--- src/rtl/code_nco_gen.sv ---
// Code NCO driving a GPS L1 C/A Gold-code generator.
// Produces early/prompt/late replica chips half a chip apart and a 1 ms epoch on prompt chip 0.
module code_nco_gen #(
    parameter logic [31:0] CODE_FCW_NOM = 32'd439375954,
    parameter logic [31:0] FCW_MIN      = 32'd1,
    parameter logic [31:0] FCW_MAX      = 32'd2147483647
) (
    input  logic        clk,
    input  logic        rst,
    input  logic        enable,
    input  logic        prn_load,
    input  logic [5:0]  prn,
    input  logic [31:0] correction,
    input  logic        correction_valid,
    output logic        code_e,
    output logic        code_p,
    output logic        code_l,
    output logic [9:0]  prompt_chip_idx,
    output logic        epoch
);

    localparam logic [10:1] G_ONES = '1;

    logic [31:0] r_phase;
    logic [31:0] r_fcw;
    logic [5:0]  r_prn;
    logic [10:1] r_g1;
    logic [10:1] r_g2;
    logic [9:0]  r_gen_idx;
    logic [2:0]  r_sr;
    logic        r_tag0;
    logic [9:0]  r_idx0;
    logic [9:0]  r_idx1;
    logic        r_epoch;

    logic [32:0]        w_sum;
    logic               w_wrap;
    logic               w_mid;
    logic               w_tick;
    logic signed [33:0] w_fcw_sum;
    logic [31:0]        w_fcw_clamped;
    logic               w_prn_ok;
    logic [7:0]         w_taps;
    logic [10:1]        w_m1;
    logic [10:1]        w_m2;
    logic [10:1]        w_g1_step;
    logic [10:1]        w_g2_step;
    logic [10:1]        w_g1_adv;
    logic [10:1]        w_g2_adv;
    logic               w_last_chip;
    logic [9:0]         w_idx_inc;
    logic               w_chip_cur;
    logic               w_chip_adv;
    logic               w_push_chip;
    logic [9:0]         w_push_idx;
    logic               w_push_tag;

    // G2 phase-select taps {s1, s2} for PRN 1..32.
    function automatic logic [7:0] g2_taps(input logic [5:0] p);
        case (p)
            6'd1:    g2_taps = {4'd2, 4'd6};
            6'd2:    g2_taps = {4'd3, 4'd7};
            6'd3:    g2_taps = {4'd4, 4'd8};
            6'd4:    g2_taps = {4'd5, 4'd9};
            6'd5:    g2_taps = {4'd1, 4'd9};
            6'd6:    g2_taps = {4'd2, 4'd10};
            6'd7:    g2_taps = {4'd1, 4'd8};
            6'd8:    g2_taps = {4'd2, 4'd9};
            6'd9:    g2_taps = {4'd3, 4'd10};
            6'd10:   g2_taps = {4'd2, 4'd3};
            6'd11:   g2_taps = {4'd3, 4'd4};
            6'd12:   g2_taps = {4'd5, 4'd6};
            6'd13:   g2_taps = {4'd6, 4'd7};
            6'd14:   g2_taps = {4'd7, 4'd8};
            6'd15:   g2_taps = {4'd8, 4'd9};
            6'd16:   g2_taps = {4'd9, 4'd10};
            6'd17:   g2_taps = {4'd1, 4'd4};
            6'd18:   g2_taps = {4'd2, 4'd5};
            6'd19:   g2_taps = {4'd3, 4'd6};
            6'd20:   g2_taps = {4'd4, 4'd7};
            6'd21:   g2_taps = {4'd5, 4'd8};
            6'd22:   g2_taps = {4'd6, 4'd9};
            6'd23:   g2_taps = {4'd1, 4'd3};
            6'd24:   g2_taps = {4'd4, 4'd6};
            6'd25:   g2_taps = {4'd5, 4'd7};
            6'd26:   g2_taps = {4'd6, 4'd8};
            6'd27:   g2_taps = {4'd7, 4'd9};
            6'd28:   g2_taps = {4'd8, 4'd10};
            6'd29:   g2_taps = {4'd1, 4'd6};
            6'd30:   g2_taps = {4'd2, 4'd7};
            6'd31:   g2_taps = {4'd3, 4'd8};
            6'd32:   g2_taps = {4'd4, 4'd9};
            default: g2_taps = {4'd2, 4'd6};
        endcase
    endfunction

    function automatic logic chip_of(input logic [10:1] g1, input logic [10:1] g2,
                                     input logic [10:1] m1, input logic [10:1] m2);
        return g1[10] ^ (^(g2 & m1)) ^ (^(g2 & m2));
    endfunction

    assign w_sum  = {1'b0, r_phase} + {1'b0, r_fcw};
    assign w_wrap = w_sum[32];
    assign w_mid  = ~r_phase[31] & w_sum[31];
    assign w_tick = enable & (w_wrap | w_mid);

    assign w_fcw_sum = $signed({2'b00, CODE_FCW_NOM}) + $signed({{2{correction[31]}}, correction});
    assign w_fcw_clamped = (w_fcw_sum < $signed({2'b00, FCW_MIN})) ? FCW_MIN :
                           (w_fcw_sum > $signed({2'b00, FCW_MAX})) ? FCW_MAX :
                           w_fcw_sum[31:0];

    assign w_prn_ok = prn_load & (prn != 6'd0) & (prn <= 6'd32);

    assign w_taps = g2_taps(r_prn);
    assign w_m1   = 10'd1 << (w_taps[7:4] - 4'd1);
    assign w_m2   = 10'd1 << (w_taps[3:0] - 4'd1);

    genvar gi;
    generate
        for (gi = 2; gi <= 10; gi++) begin : g_shift
            assign w_g1_step[gi] = r_g1[gi-1];
            assign w_g2_step[gi] = r_g2[gi-1];
        end
    endgenerate
    assign w_g1_step[1] = r_g1[3] ^ r_g1[10];
    assign w_g2_step[1] = r_g2[2] ^ r_g2[3] ^ r_g2[6] ^ r_g2[8] ^ r_g2[9] ^ r_g2[10];

    // Reload at the end of the 1023-chip period keeps G1/G2 aligned with gen_idx.
    assign w_last_chip = (r_gen_idx == 10'd1022);
    assign w_idx_inc   = w_last_chip ? 10'd0 : r_gen_idx + 10'd1;
    assign w_g1_adv    = w_last_chip ? G_ONES : w_g1_step;
    assign w_g2_adv    = w_last_chip ? G_ONES : w_g2_step;

    assign w_chip_cur  = chip_of(r_g1, r_g2, w_m1, w_m2);
    assign w_chip_adv  = chip_of(w_g1_adv, w_g2_adv, w_m1, w_m2);
    assign w_push_chip = w_wrap ? w_chip_adv : w_chip_cur;
    assign w_push_idx  = w_wrap ? w_idx_inc : r_gen_idx;
    assign w_push_tag  = w_wrap & (w_idx_inc == 10'd0);

    always_ff @(posedge clk or negedge rst) begin
        if (!rst) begin
            r_phase   <= '0;
            r_fcw     <= CODE_FCW_NOM;
            r_prn     <= 6'd1;
            r_g1      <= G_ONES;
            r_g2      <= G_ONES;
            r_gen_idx <= '0;
            r_sr      <= '0;
            r_tag0    <= 1'b0;
            r_idx0    <= '0;
            r_idx1    <= '0;
            r_epoch   <= 1'b0;
        end else begin
            if (correction_valid) begin
                r_fcw <= w_fcw_clamped;
            end
            r_epoch <= ~w_prn_ok & w_tick & r_tag0;
            if (w_prn_ok) begin
                r_prn     <= prn;
                r_phase   <= '0;
                r_g1      <= G_ONES;
                r_g2      <= G_ONES;
                r_gen_idx <= '0;
                // Chip 0 is always 1 with both registers all ones, whatever the taps.
                r_sr      <= 3'b001;
                r_tag0    <= 1'b1;
                r_idx0    <= '0;
                r_idx1    <= '0;
            end else if (enable) begin
                r_phase <= w_sum[31:0];
                if (w_wrap) begin
                    r_g1      <= w_g1_adv;
                    r_g2      <= w_g2_adv;
                    r_gen_idx <= w_idx_inc;
                end
                if (w_tick) begin
                    r_sr   <= {r_sr[1:0], w_push_chip};
                    r_tag0 <= w_push_tag;
                    r_idx0 <= w_push_idx;
                    r_idx1 <= r_idx0;
                end
            end
        end
    end

    assign code_e          = r_sr[0];
    assign code_p          = r_sr[1];
    assign code_l          = r_sr[2];
    assign prompt_chip_idx = r_idx1;
    assign epoch           = r_epoch;

endmodule

--- config.mk ---
export PLATFORM = sky130hd
export DESIGN_NAME = code_nco_gen
export DESIGN_NICKNAME = d
export VERILOG_FILES = /design/src/rtl/code_nco_gen.sv
export SDC_FILE = /design/constraint.sdc
export NUM_CORES = 1
export LEC_CHECK = 0
export CAP_MARGIN = 10
export CELL_PAD_IN_SITES_DETAIL_PLACEMENT = 1
export CELL_PAD_IN_SITES_GLOBAL_PLACEMENT = 1
export CORE_MARGIN = 4
export CORE_UTILIZATION = 50
export DETAILED_ROUTE_END_ITERATION = 7
export GPL_ROUTABILITY_DRIVEN = 1
export MAX_ROUTING_LAYER = met4
export PLACE_DENSITY = 0.9
export RECOVER_POWER = 100
export SETUP_SLACK_MARGIN = 0.4
export SKIP_LAST_GASP = 1
export SYNTH_ARGS = -nofsm -noshare
export SYNTH_HDL_FRONTEND = slang
export SYNTH_SLANG_ARGS = --single-unit
--- constraint.sdc ---
create_clock -name clk -period 9.3 [get_ports clk]
set_input_delay 1.395 -clock clk [delete_from_list [all_inputs] [get_ports clk]]
set_output_delay 1.395 -clock clk [all_outputs]
set_load 0.05 [all_outputs]
Word level (Yosys, flattened, before mapping)
Memories as Yosys holds them, arrays and structs flattened.
Cells that the tools add are included.
Word-level totals
  register bits after elaboration: 125
  ROM bits: 512
  input bits: 43
  output and inout port bits: 14
  word-level logic and storage cells: 87
  memories kept: 1
Operators by class
  $add $sub $neg: 5
  order comparisons: 3
  equality and inequality tests: 1
  shift operators: 2
  mux-type cells: 29
  bitwise gates (word level): 24
  reduce and logical (&&, ||, !) cells: 11
Memory list
  (name not given): words 64, bits a word 8, rd ports 1, clocked after Yosys merged registers in 0, write ports 0, RTL line 60  | case (p)
Operators with widths (count)
  10-bit 2-to-1 mux: 18
  32-bit 2-to-1 mux: 4
  10-bit AND: 4
  10-bit XOR reduction: 4
  30-bit by 32-bit adder with 33-bit output (first input constant): 1
  32-bit by 32-bit adder with 33-bit output: 1
  33-bit by 32-bit > comparator with 1-bit output (second input constant): 1
  33-bit by 2-bit less-than comparator with 1-bit output (second input constant): 1
  1-bit by 4-bit left shift with 10-bit output (first input constant): 2
  10-bit by 1-bit adder with 10-bit output (second input constant): 1
  10-bit equality test (second input constant): 1
  10-bit zero test: 1
  1-bit XOR: 10
  3-bit 2-to-1 mux: 3
  4-bit by 1-bit subtractor with 4-bit output (second input constant): 2
  1-bit AND: 7
  6-bit less-or-equal comparator (second input constant): 1
  2-bit nonzero test: 3
  6-bit nonzero test: 1
  1-bit 2-to-1 mux: 4
  2-bit AND reduction: 2
  1-bit NOT: 2
  1-bit bitwise OR: 1

Longest topological paths before layout
Gate-level depths: netlist (run 1).
  depth after elaboration: 14
  mapped depth: 15

Worst setup path after synthesis (run 1)
Ideal clock, no wire load.
  kind: input port to flip-flop
  start point: input correction[1]
  end point: register r_fcw[30]
  setup time: 132 ps
  data arrival time: 3666 ps
  required time: 9168 ps
  setup slack: 5502 ps
  cell stages on the path: 13
  cells stage by stage: ha_1 a21o_1 a21oi_2 o21ai_4 a21oi_1 o211ai_2 mux2i_1 and3_1 clkbuf_1 a41o_1 buf_2 o21ai_0 o21ai_0
Between the ends
  cells in the longest elaborated chain, start to end: 4
Ends and longest elaborated chain
  start, declared: RTL line 13  | input logic [31:0] correction,
  30-bit by 32-bit adder with 33-bit output (*): RTL line 107  | assign w_fcw_sum = $signed({2'b00, CODE_FCW_NOM}) + $signed({{2{correction[31]}}, correction});
  33-bit by 32-bit > comparator with 1-bit output: RTL line 109  | (w_fcw_sum > $signed({2'b00, FCW_MAX})) ? FCW_MAX :
  32-bit 2-to-1 mux: RTL line 109
  32-bit 2-to-1 mux (*): RTL line 108  | assign w_fcw_clamped = (w_fcw_sum < $signed({2'b00, FCW_MIN})) ? FCW_MIN :
  end signal, assigned: RTL line 155  | r_fcw <= w_fcw_clamped;
  end, declared: RTL line 25  | logic [31:0] r_fcw;
Every way passes the cells marked *; elsewhere a longest branch is shown, timed or not.
A chain may end at the register's enable or synchronous reset.

Worst setup path after layout (run 1)
  start point: register r_phase[0]
  end point: register r_idx1[6], in the netlist prompt_chip_idx[6]
Between the ends
  cells in the longest elaborated chain, start to end: 6
Ends and longest elaborated chain
  start, declared: RTL line 24  | logic [31:0] r_phase;
  start signal, assigned: RTL line 170  | r_phase <= w_sum[31:0];
  32-bit by 32-bit adder with 33-bit output (*): RTL line 102  | assign w_sum = {1'b0, r_phase} + {1'b0, r_fcw};
  1-bit AND: RTL line 104  | assign w_mid = ~r_phase[31] & w_sum[31];
  1-bit bitwise OR (*): RTL line 105  | assign w_tick = enable & (w_wrap | w_mid);
  1-bit AND (*): RTL line 105
  2-bit nonzero test (no source line) (*)
  2-bit AND reduction (no source line) (*)
  end signal, assigned: RTL line 180  | r_idx1 <= r_idx0;
  end, declared: RTL line 33  | logic [9:0] r_idx1;
Marked as above.

==> qor.yml, run 1 <==
status:
  outcome: "finished with violations"
  violated_checks: "max-capacitance violations, max-slew violations"
synth:
  ys_async_sr_fraction_pct: 100
  synth.avg_cell_area_um2: 8.49
  number_of_warnings_reported_in_the_yosys_synthesis_log: 0
  post_synthesis_sequential_area_ratio_pct: 33.8
  number_of_enable_type_register_cells_in_the_synthesized_netlist: 0
  ys_top_cells_by_area: "dfrtp_1, dfstp_2, nor2_1, ha_1, o21ai_0"
  netlist.top_cell.by_area: "dfrtp_1"
  proportion_of_netlist_area_held_by_the_largest_area_contributor_pct: 24.8
  synthFlopType: "dfrtp_1"
  syn_inst: 1105
  synth.cell_area_um2: 9380
  syn-num-nets: 1190
  ys_types: 95
  ys_ff_latch: 125
floorplan:
  fp.coreArea_um2: 18200
  floorplan.die.height_um: 145
  fp.dieArea_um2: 21000
  rows: 49
  floorplan.initialDensity_pct: 51.5
  dieWidth_um: 145
  io_pins: 57
sta:
  setup-violations-final: 0
  maxClockFrequency_ghz: 0.157
  layout_min_cycle_time_ps: 6380
  actual_slew_at_the_worst_max_slew_pin_ps: 3960
  setup-tns-final_ps: 0
  slew_violations: 167
  fin_worst_skew_ps: 9.78
  relSlewSlack_pct: -164
  rsz0062_at_grt: "no"
  hold-worst-slack_ps: 487
  fin_crit_sh_pct: 68.6
  hold_viol: 0
flow_run:
  maxCapViolations: 4
pwr:
  switchingPower_mw: 1.05
  total_leakage_power_nw: 4.66
  pwr_density_cell_nw_per_um2: 251
  p_total_mw: 2.64
  sw_frac_of_total_pct: 39.7
  p_int_mw: 1.59
  ir_drop_mv: 0.132
  combinationalPowerShare_pct: 42.1
  pwr-share-seq_pct: 30.9
  clock_power_share_pct: 27.0
clock_network:
  ctsLongestPathBuffers: 2
  numCtsBuffers: 17
  cts-root-buf: "clkbuf_16"
  ctsHtreeMaxLevel: 4
  ctsHoldBuffers: 0
  ctsResizeCount: 0
  cts_setup_buffers: 0
  tritoncts: "yes"
  worstSkewPairLatency_ps: 430
  path_clk_slew_ps: 60
  numClockSinks: 125
final_layout:
  finish.net_count: 1211
  insertedDiodeCount: 0
  fillerInstances: 2167
  post_route_cells_drive_above_1_share_pct: 8.87
  final_cells: 1368
  areaGrowthSynthToFinish_pct: 12.4
drt:
  wire_per_inst_um: 19.8
  detail_route.iter0.violations: 584
  via_per_inst: 6.30
  detail_route.wirelength_um: 27100
  detail-route-antenna-nets: 0
  detail_route.drc_violations: 0
  via_count: 8615
  drtPass1Iterations: 5
grt:
  grt_usage_pct: 26.5
  grt_pass1_vias: 9092
  grt.overflow.total: 0
  grt_start_max_net_pins: 74
  antenna_found_initial: 0
  grt_first_pass_wirelength_um: 45400
setup_path:
  worstPathCellList: "ha_1, inv_1, fa_1, nor2b_1, o31a_1, o21ai_0, nand2_1, a31oi_1, o21ai_0, a31oi_1, o21ai_0, a21oi_1, clkbuf_1, a22o_1"
  timing.critical_path.slowest_stage_cell: "a31oi_1"
  critical_path.max_stage_delay_ps: 1470
  worst_ep_arrival_time_ps: 6730
  timing.critical_path.buf_inv: 2
  timing.critical_path.from_type: "flip-flop"
  path_class: "reg2reg"
  cp_top_family: "compound AO/OA/AOI/OAI gates"
  crit_path_max_fanout: 25
  worstPathRequired_ps: 9660
  worstSetupEndpointType: "flip-flop"
  critPathMostFrequentCell: "o21ai_0"
place:
  post-place-cells: 1336
  placement.io_buffers: 56
  place_hpwl_um: 18200
  gpl_congestion: 0.937
min_path:
  hold_path_class: "reg2reg"
==> stage by stage <==
step                utilization, %  worst slack (ps)  instance area [um2]
finish                        57.9              2920                10500
detailed placement            54.8              4410                 9980
global placement              54.8              4540                 9980
floorplan                        -              5500                 9380
global route                  57.9              2350                10500
CTS                           58.3              4760                10600
==> layout make-up <==
class / count / area (um2) / area share, %
well taps: 229 / 287 / 2.72
multi-input cells: 864 / 5670 / 53.8
inverters: 55 / 206 / 1.96
clock buffers: 19 / 453 / 4.29
repair buffers: 63 / 587 / 5.56
flip-flops and latches: 125 / 3170 / 30.0
clock inverters: 13 / 175 / 1.66
==> per-layer routing <==
metal	routed length (um)	vias to the layer above	track usage, %
met5	0	-	-
met4	606	0	8.98
met3	865	58	3.68
met2	13900	226	46.7
met1	11700	4272	31.2
li1	-	4059	-
==> cells in the mapped netlist (6+ instances only) <==
library cell  count
nor2_1          140
o21ai_0          96
dfrtp_1          93
a21oi_1          79
nand2_1          72
inv_1            55
ha_1             41
xnor2_1          40
clkbuf_1         36
mux2i_1          34
dfstp_2          32
xor2_1           27
nand3_1          23
a22o_1           20
and3_1           19
nor3_1           17
a211oi_1         16
buf_2            16
a31oi_1          14
a21o_1           13
nand4_1          13
nand2b_1         12
nor2b_1          11
o22ai_1           9
and2_1            8
and4_1            8
o21a_1            8
o31a_1            7
o31ai_1           7
or3_1             7
a31o_2            6
nor4_1            6
o211a_1           6
or2_2             6
==> power by group through the flow <==
| stage | clock network (mW) | registers, mW | logic [mW] |
|---|---|---|---|
| 2_1_floorplan | 0 | 0.795 | 0.833 |
| 3_3_place_gp | 0 | 0.809 | 1.03 |
| 3_5_place_dp | 0 | 0.816 | 1.08 |
| 4_1_cts | 0.725 | 0.814 | 1.12 |
| 5_1_grt | 0.753 | 0.833 | 1.23 |
| 6_report | 0.715 | 0.817 | 1.11 |
==> state kept, by name, summed over array words and instances, names as in the netlist <==
| name | cells |
|---|---|
| r_sr | 3 |
| r_phase | 32 |
| r_idx0 | 10 |
| prompt_chip_idx | 10 |
| r_fcw | 32 |
| r_prn | 6 |
| r_g1 | 10 |
| epoch | 1 |
| r_gen_idx | 10 |
| r_tag0 | 1 |
| r_g2 | 10 |
==> worst register-to-register path, cell delays in order (launching register included) <==
cell,delay [ps]
dfrtp_1,390
ha_1,240
inv_1,80
fa_1,180
nor2b_1,80
o31a_1,300
o21ai_0,460
nand2_1,210
a31oi_1,320
o21ai_0,220
a31oi_1,1470
o21ai_0,990
a21oi_1,470
clkbuf_1,650
a22o_1,260
==> cell usage in the layout, fill, tap and decap left out, types with 17 or more instances in the layout <==
master / count
nand2_1: 72
o21ai_0: 100
dfstp_2: 32
nand3_1: 23
clkdlybuf4s50_1: 37
a22o_1: 20
ha_1: 41
dlygate4sd3_1: 17
clkbuf_16: 17
a21oi_1: 80
xnor2_1: 40
and3_1: 19
xor2_1: 27
inv_1: 55
mux2i_1: 34
nor2_1: 140
dfrtp_1: 93
nor3_1: 17
==> path summary, 6_finish.rpt <==
path / from / to / slack, ps / cells after the start
hold / removal: r_fcw[11]$_DFFE_PN1P_ / r_fcw[11]$_DFFE_PN1P_ / 490 / 2
setup / recovery: r_phase[0]$_DFFE_PN0P_ / prompt_chip_idx[6]$_DFFE_PN0P_ / 2920 / 14
min in group asynchronous: rst / r_prn[5]$_DFFE_PN0P_ / 2340 / 1
setup reg to reg: r_phase[0]$_DFFE_PN0P_ / prompt_chip_idx[6]$_DFFE_PN0P_ / 2920 / 14
hold reg to reg: r_fcw[11]$_DFFE_PN1P_ / r_fcw[11]$_DFFE_PN1P_ / 490 / 2
max in group asynchronous: rst / r_phase[25]$_DFFE_PN0P_ / 4680 / 2
==> logic make-up after synthesis <==
| kind of cell | after synthesis | share of synthesized area [%] |
|---|---|---|
| buffers and inverters | 116 | 5.33 |
| adders and majority gates | 42 | 5.68 |
| muxes | 40 | 4.87 |
| xor gates and xnor gates | 67 | 6.26 |
| and+or+nand+nor | 369 | 19.4 |
| AOI/OAI and AO/OA | 346 | 24.7 |
| DFF | 125 | 33.8 |
No activity file was read; power rests on OpenSTA's default activity.
==> run 2: changes to the inputs <==
--- a/config.mk
+++ b/config.mk
@@ -9,11 +9,11 @@
 export CELL_PAD_IN_SITES_DETAIL_PLACEMENT = 1
 export CELL_PAD_IN_SITES_GLOBAL_PLACEMENT = 1
 export CORE_MARGIN = 4
-export CORE_UTILIZATION = 50
+export CORE_UTILIZATION = 47
 export DETAILED_ROUTE_END_ITERATION = 7
 export GPL_ROUTABILITY_DRIVEN = 1
 export MAX_ROUTING_LAYER = met4
-export PLACE_DENSITY = 0.9
+export PLACE_DENSITY = 0.85
 export RECOVER_POWER = 100
 export SETUP_SLACK_MARGIN = 0.4
 export SKIP_LAST_GASP = 1
==> constraint.sdc (replaced) <==
create_clock -name clk -period 6.3 [get_ports clk]
set_input_delay 0.945 -clock clk [delete_from_list [all_inputs] [get_ports clk]]
set_output_delay 0.945 -clock clk [all_outputs]
set_load 0.05 [all_outputs]
==> run 2 against run 1 <==
  * The run still ends with max-capacitance violations, max-slew violations left
  * Setup slack lost 1800 ps
  * Clock skew grew 1.1 ps
  * Flip-flop and latch count stayed put
  * Power up 47%
  * Combinational power is 47% higher
  * Sequential share of layout area fell by 0.21 points
  * Non-clock buffer count up 3
  * Final cell count grew 2.9%
  * Die area is 6.0% higher
  * Worst hold slack better by 4.7 ps
  * Critical endpoint is now prompt_chip_idx[0]$_DFFE_PN0P_
  * Largest cell class unchanged
==> qor.yml, run 2 (synthesis gave the netlist of run 1 again) <==
setup_path:
  worstSetupEndpointType: "flip-flop"  # unchanged
  timing.critical_path.from_type: "flip-flop"  # unchanged
  ff2ff_setup_slack_ps: 1140  # was 2920 ps
  worstPathRequired_ps: 6600  # was 9660 ps
  worst_ep_arrival_time_ps: 5460  # was 6730 ps
  path_class: "reg2reg"  # unchanged
  path_depth: 14  # unchanged
  cp_top_family: "compound AO/OA/AOI/OAI gates"  # unchanged
  critPathMostFrequentCell: "o21ai_0"  # unchanged
  worst_setup_sp: "r_fcw[0]$_DFFE_PN0P_"  # was r_phase[0]$_DFFE_PN0P_
  r2r_end: "prompt_chip_idx[0]$_DFFE_PN0P_"  # was prompt_chip_idx[6]$_DFFE_PN0P_
  critical_path.max_stage_delay_ps: 670  # was 1470 ps
  timing.critical_path.slowest_stage_cell: "a31oi_4"  # was a31oi_1
  timing.critical_path.buf_inv: 2  # unchanged
  worstPathCellList: "ha_1, inv_1, fa_1, nor2b_1, o31a_1, o21ai_0, nand2_1, a31oi_1, o21ai_0, a31oi_4, o21ai_0, nor2b_1, clkbuf_1, a22o_1"  # was ha_1, inv_1, fa_1, nor2b_1, o31a_1, o21ai_0, nand2_1, a31oi_1, o21ai_0, a31oi_1, o21ai_0, a21oi_1, clkbuf_1, a22o_1
  rr_worst_depth: 14  # unchanged
  worst_r2r_startpoint: "r_fcw[0]$_DFFE_PN0P_"  # was r_phase[0]$_DFFE_PN0P_
  crit_path_max_fanout: 25  # unchanged
floorplan:
  floorplan.die.height_um: 149  # was 145 um
  floorplan.initialDensity_pct: 48.0  # was 51.5%
  dieWidth_um: 149  # was 145 um
  rows: 51  # was 49
  fp.dieArea_um2: 22300  # was 21,000 um2
  io_pins: 57  # unchanged
  fp.coreArea_um2: 19500  # was 18,200 um2
drt:
  drtPass1Iterations: 5  # unchanged
  detail_route.drc_violations: 0  # unchanged
  detail-route-antenna-nets: 0  # unchanged
  detail_route.iter0.violations: 384  # was 584
  via_per_inst: 6.06  # was 6.30
  via_count: 8532  # was 8,615
  detail_route.wirelength_um: 26900  # was 27,100 um
  wire_per_inst_um: 19.1  # was 19.8 um
clock_network:
  numClockSinks: 125  # unchanged
  ctsResizeCount: 0  # unchanged
  numCtsBuffers: 17  # unchanged
  path_clk_slew_ps: 60  # about the same
  tritoncts: "yes"  # unchanged
  worstSkewPairLatency_ps: 430  # about the same
  ctsHoldBuffers: 0  # unchanged
  ctsHtreeMaxLevel: 4  # unchanged
  cts-root-buf: "clkbuf_16"  # unchanged
  cts_setup_buffers: 0  # unchanged
  ctsLongestPathBuffers: 2  # unchanged
grt:
  grt_start_max_net_pins: 70  # was 74
  grt_pass1_vias: 8927  # was 9,092
  antenna_found_initial: 0  # unchanged
  grt_usage_pct: 25.5  # was 26.5%
  grt_first_pass_wirelength_um: 45200  # was 45,400 um
  grt.overflow.total: 0  # unchanged
place:
  place_hpwl_um: 18300  # was 18,200 um
  place_ws_ps: 1740  # was 4410 ps
  gpl_congestion: 0.921  # was 0.937
  placement.io_buffers: 56  # unchanged
  post-place-cells: 1375  # was 1,336
final_layout:
  final_core_utilization_pct: 54.4  # was 57.9%
  final_cells: 1407  # was 1,368
  leading_cell_type_in_the_layout_fill_and_taps_excluded: "nor2_1"  # unchanged
  insertedDiodeCount: 0  # unchanged
  post_route_cells_drive_above_1_share_pct: 9.02  # was 8.87%
  reg_top3: "r_fcw x32, r_phase x32"  # unchanged
  final_cell_mix: "nor2_1, o21ai_0, dfrtp_1, a21oi_1, nand2_1"  # unchanged
  fillerInstances: 2339  # was 2,167
  finish.net_count: 1214  # was 1,211
  areaGrowthSynthToFinish_pct: 13.2  # was 12.4%
sta:
  fin_crit_sh_pct: 81.8  # was 68.6%
  maxClockFrequency_ghz: 0.194  # was 0.157 GHz
  fin_worst_skew_ps: 10.8  # was 9.78 ps
  layout_setup_ws_ps: 1140  # was 2920 ps
  setup-violations-final: 0  # unchanged
  setup-tns-final_ps: 0  # unchanged
  relSlewSlack_pct: -156  # was -164%
  hold_viol: 0  # unchanged
  layout_min_cycle_time_ps: 5160  # was 6380 ps
  slew_violations: 148  # was 167
  rsz0062_at_grt: "no"  # unchanged
  actual_slew_at_the_worst_max_slew_pin_ps: 3840  # was 3960 ps
pwr:
  pwr-share-seq_pct: 30.9  # about the same
  p_int_mw: 2.34  # was 1.59 mW
  ir_drop_mv: 0.184  # was 0.132 mV
  total_leakage_power_nw: 4.67  # was 4.66 nW
  clock_power_share_pct: 27.2  # was 27.0%
  sw_frac_of_total_pct: 40.0  # was 39.7%
  combinationalPowerShare_pct: 41.9  # was 42.1%
  pwr_density_cell_nw_per_um2: 367  # was 251 nW/um2
  switchingPower_mw: 1.56  # was 1.05 mW
flow_run:
  maxCapViolations: 3  # was 4
status:
  outcome: "finished with violations"  # unchanged
  violated_checks: "max-capacitance violations, max-slew violations"  # unchanged
min_path:
  whs_path_depth: 1  # was 2
  hold_path_class: "reg2reg"  # unchanged
  timing.hold.worst.start: "prompt_chip_idx[7]$_DFFE_PN0P_"  # was r_fcw[11]$_DFFE_PN1P_
  hold_path_end: "prompt_chip_idx[7]$_DFFE_PN0P_"  # was r_fcw[11]$_DFFE_PN1P_
run 2: changes by cell type in the layout (fill, tap and decap cells not counted), sizes merged:
cell and delta:
dlygate4sd3 -1, clkdlybuf4s50 +1, clkbuf -1, inv +1
clkinv +1, buf +2
run 2: per-layer routing:
layer	up-vias	global-route usage, %	share of wire, %
met1	4255	31.3	44
met4	0	8.74	2.5
met5	-	-	0
met3	58	3.07	2.9
met2	169	43.6	51
li1	4050	-	-
run 2: worst max-delay path by stage:
stage / slack [ps] / end
after floorplan: 2950 / r_fcw[30]$_DFFE_PN0P_
after global placement: 2000 / r_fcw[23]$_DFFE_PN0P_
after detailed placement: 1740 / r_fcw[20]$_DFFE_PN1P_
after CTS: 2190 / prompt_chip_idx[0]$_DFFE_PN0P_
after global routing: 900 / r_fcw[5]$_DFFE_PN0P_
final: 1140 / prompt_chip_idx[0]$_DFFE_PN0P_
run 2: layout make-up:
type                            count  area, um2  area share, %
Tap cell                          265        332           3.12
Sequential cell                   125       3170           29.8
Inverter                           55        206           1.94
Clock buffer                       17        425           4.01
Clock inverter                     15        201           1.90
Timing Repair Buffer               66        606           5.70
Multi-Input combinational cell    864       5680           53.5
run 2: metrics by stage:
stage               cell area [um2]  hold slack, ps  power [mW]
floorplan                      9380             450        2.40
global placement              10100             468        2.73
detailed placement            10100             482        2.81
CTS                           10700             491        3.92
global route                  10600             518        4.15
finish                        10600             491        3.90
run 2: power groups by stage:
stage	clock (mW)	sequential (mW)	combinational [mW]
after floorplan	0	1.17	1.23
after global placement	0	1.20	1.53
after detailed placement	0	1.21	1.60
after CTS	1.07	1.20	1.64
after global routing	1.11	1.23	1.82
final	1.06	1.20	1.63
==> RTL edit 1 (flow settings as in run 2) <==
Compare `r_gen_idx` against `10'd1022` with >= in place of ==.
--- a/src/rtl/code_nco_gen.sv
+++ b/src/rtl/code_nco_gen.sv
@@ -128,3 +128,3 @@
     // Reload at the end of the 1023-chip period keeps G1/G2 aligned with gen_idx.
-    assign w_last_chip = (r_gen_idx == 10'd1022);
+    assign w_last_chip = (r_gen_idx >= 10'd1022);
     assign w_idx_inc   = w_last_chip ? 10'd0 : r_gen_idx + 10'd1;
Check against the original RTL: no difference found for any inputs over 4 cycles, from zero or initial values and one cycle with rst low; that may be too few to reach the edited logic, so the function may still have changed.
==> RTL edit 1 against run 2 <==
- the flow still finishes with violations (max-capacitance violations, max-slew violations)
- wire length decreased by 9.0%
- total power shrank 7.5%
- worst setup slack lost 0.082 ns
- sequential cell count is the same
- first-iteration DRC count fell by 4.7%
- area after synthesis decreased by 3.6%
- register-to-register slack improved by 0.29 ns
- design area shrank 3.8%
==> RTL edit 1: results <==
[global_route]
grt.met2_usage = 0.410
global_route.usage.met3 = 0.0395
grt_start_max_net_pins = 71
grt_pass1_wl_microns = 41200
first_global_vias = 8307
groute.layer.met1.usage = 0.284
grt_use_total = 0.235

[layout]
layout-drive-gt1-share = 0.0800
nets = 1184

[logic_synthesis]
post_synthesis_compound_gate_area_fraction = 0.211
avgSynthCellArea_sq_um = 8.43
synth_commonest_cells = "sky130_fd_sc_hd__nor2_1 (156), sky130_fd_sc_hd__dfrtp_1 (93), sky130_fd_sc_hd__nand2_1 (75), sky130_fd_sc_hd__a21oi_1 (72), sky130_fd_sc_hd__inv_1 (57)"
synth_xor_area_frac = 0.0692
synth_top_cells_by_area = "sky130_fd_sc_hd__dfrtp_1 (26%), sky130_fd_sc_hd__dfstp_2 (9.3%), sky130_fd_sc_hd__nor2_1 (6.5%), sky130_fd_sc_hd__ha_1 (5.7%), sky130_fd_sc_hd__mux2i_1 (5.1%)"
synth-adder-area-share = 0.0590
ys_seq_area_frac = 0.350
synth.lib_cells_used.distinct = 85
synth.mux.area_fraction = 0.0547

[detailed_routing]
post_drt_via_cell_ratio = 5.85
met2WireLength_microns = 12500
dr.first_iter.drc_count = 366
met3WireLength_microns = 627
routedWlPerCell_microns = 17.8
num_vias = 8030
drt-met1-wl_microns = 10900
detailedRoute.firstPassIterationCount = 4

[worst_setup_path]
worstPathArrival_ns = 5.55
setup.worst_path.start = "correction[1]"
timing.rr.start = "r_phase[0]"
critPathMaxFanout = 22
r2r-end = "r_g1[7]"
rrSetupSlack_ns = 1.43
crit_path_top_delay_cell = "sky130_fd_sc_hd__a21oi_1"
worstSetupEndpoint = "r_fcw[0]"
worst_r2r_path_depth = 15
slowest_delay_ns = 0.64

[timing]
finalWorstPathRequiredPeriod_ns = 5.24
hold_slack_ns = 0.491
fin_worst_skew_ns = 0.0112
maxSlewViolCount = 128
worst_slew_margin_rel = -1.16

[flow_run]
cap_violations = 2

[place]
hpwlAfterDp_microns = 17300
placed_cell_count = 1340
preCtsSetupSlack_ns = 1.22
numPortBuffers = 56
detailed_place.area_sq_mm = 0.00973
finalWeightedCongestion = 0.877

[hold_path]
worstHoldStart = "r_fcw[21]"
worstHoldEndpoint = "r_fcw[21]"
worst_hold_path.num_cells = 2

[clock_tree]
tritoncts_buffer_count = 17

[outcome]
failed_checks = "max-capacitance violations, max-slew violations"
outcome = "finished, violations left"

[power_and_ir_drop]
power_leakage_uw = 0.00461
peakVddDrop_v = 0.000194

[floorplan]
core.rowCount = 50
==> RTL edit 1: kinds of logic after synthesis <==
family,Yosys count
buffers and inverters,114
adder cells (fa/ha/maj),42
XOR/XNOR,69
AO/OA/AOI/OAI,288
multiplexers,49
flip-flops,125
AND/OR/NAND/NOR,386
==> RTL edit 1: where the power goes <==
part	leakage [uW]	switching, uW	internal [uW]
logic	0.00281	902	676
clock network	0.000251	387	517
registers	0.00155	135	987
total	0.00461	1420	2180
==> RTL edit 1: final cells by class <==
cell class | instances | area [sq um]
clock inverter | 11 | 87.6
sequential | 125 | 3170
tap | 260 | 325
fill | 2246 | 8610
clock buffer | 21 | 450
timing repair buffer | 63 | 588
multi-input combinational | 834 | 5380
inverter | 58 | 218
==> RTL edit 2 (config.mk and constraints of run 2) <==
Made on the original files. The parameter `FCW_MAX` goes from 32'd2147483647 to 32'd1073741823.
--- a/src/rtl/code_nco_gen.sv
+++ b/src/rtl/code_nco_gen.sv
@@ -5,3 +5,3 @@
     parameter logic [31:0] FCW_MIN      = 32'd1,
-    parameter logic [31:0] FCW_MAX      = 32'd2147483647
+    parameter logic [31:0] FCW_MAX      = 32'd1073741823
 ) (
Function: changed (Yosys sat finds a counterexample within 4 cycles, from zero or initial values and one cycle with rst low).
==> RTL edit 2 against run 2 <==
- sequential power up 3%
- first-iteration DRC count down 2.9%
- worst setup slack better by 0.32 ns
- area after synthesis up 1.2%
- wire length down 0.83%
- total power up 9.7%
- sequential cell count unchanged
- design area about the same
- clock skew up 0.0029 ns
- the run still ends with max-capacitance violations, max-slew violations left
- largest cell class unchanged
==> RTL edit 2: results <==
[global_route]
grt_pass1_wl_microns = 44700
global_route.usage.met3 = 0.0355
grt.met2_usage = 0.430

[logic_synthesis]
synth.lib_cells_used.distinct = 101
synth_commonest_cells = "sky130_fd_sc_hd__nor2_1 (115), sky130_fd_sc_hd__dfrtp_1 (93), sky130_fd_sc_hd__nand2_1 (78), sky130_fd_sc_hd__a21oi_1 (71), sky130_fd_sc_hd__o21ai_0 (51)"
synth_xor_area_frac = 0.0526
post_synthesis_compound_gate_area_fraction = 0.284
synth_top_cells_by_area = "sky130_fd_sc_hd__dfrtp_1 (25%), sky130_fd_sc_hd__dfstp_2 (8.9%), sky130_fd_sc_hd__ha_1 (5.4%), sky130_fd_sc_hd__nor2_1 (4.5%), sky130_fd_sc_hd__a21oi_1 (3.7%)"
synth_cells = 1070
ys_seq_area_frac = 0.334

[power_and_ir_drop]
share_comb_of_total_power = 0.474
pg_clk_uw = 1010

[place]
detailed_place.area_sq_mm = 0.0102
finalWeightedCongestion = 0.889
preCtsSetupSlack_ns = 1.70
placed_cell_count = 1340

[outcome]
outcome = "finished, violations left"
failed_checks = "max-capacitance violations, max-slew violations"

[timing]
maxSlewViolCount = 188
fin_worst_skew_ns = 0.0137

[detailed_routing]
dr.first_iter.drc_count = 373
wl_microns = 26700

[flow_run]
cap_violations = 4

[worst_setup_path]
critPathMaxFanout = 9

[hold_path]
worst_hold_path.num_cells = 2
[RTL edit 2: critical path: stages]
cell and delay (ns):
sky130_fd_sc_hd__dlygate4sd3_1 0.61, sky130_fd_sc_hd__ha_1 0.26, sky130_fd_sc_hd__a21o_1 0.22, sky130_fd_sc_hd__a21oi_1 0.53
sky130_fd_sc_hd__o21a_1 0.38, sky130_fd_sc_hd__o31ai_1 0.14, sky130_fd_sc_hd__a211oi_1 0.44, sky130_fd_sc_hd__xor2_1 0.24
sky130_fd_sc_hd__a31o_1 0.29, sky130_fd_sc_hd__a31o_2 0.25, sky130_fd_sc_hd__and2_0 0.58, sky130_fd_sc_hd__a311oi_1 0.11
[RTL edit 2: logic make-up (layout without fill, tap and decap cells)]
| kind of cell | after synthesis | in the layout |
|---|---|---|
| compound gates | 352 | 352 |
| xor+xnor | 57 | 57 |
| fa+ha+maj | 42 | 42 |
| buf+inv | 95 | 132 |
| flops | 125 | 125 |
| mux | 34 | 34 |
| simple gates | 365 | 365 |
[RTL edit 2: final timing paths]
path,start,to,slack (ns)
max,correction[1],r_fcw[18],1.46
min,r_fcw[27],r_fcw[27],0.49
max reg2reg,r_fcw[1],r_g1[7],1.50
min reg2reg,r_fcw[27],r_fcw[27],0.49
max in group asynchronous,rst,r_phase[26],2.38
min in group asynchronous,rst,r_prn[3],1.72
[RTL edit 2: final cells by class]
| class | instances | area, sq um |
|---|---|---|
| sequential | 125 | 3170 |
| clock inverter | 15 | 175 |
| tap | 265 | 332 |
| inverter | 37 | 139 |
| multi-input combinational | 850 | 5800 |
| timing repair buffer | 63 | 582 |
| clock buffer | 17 | 425 |
| fill | 2332 | 9030 |
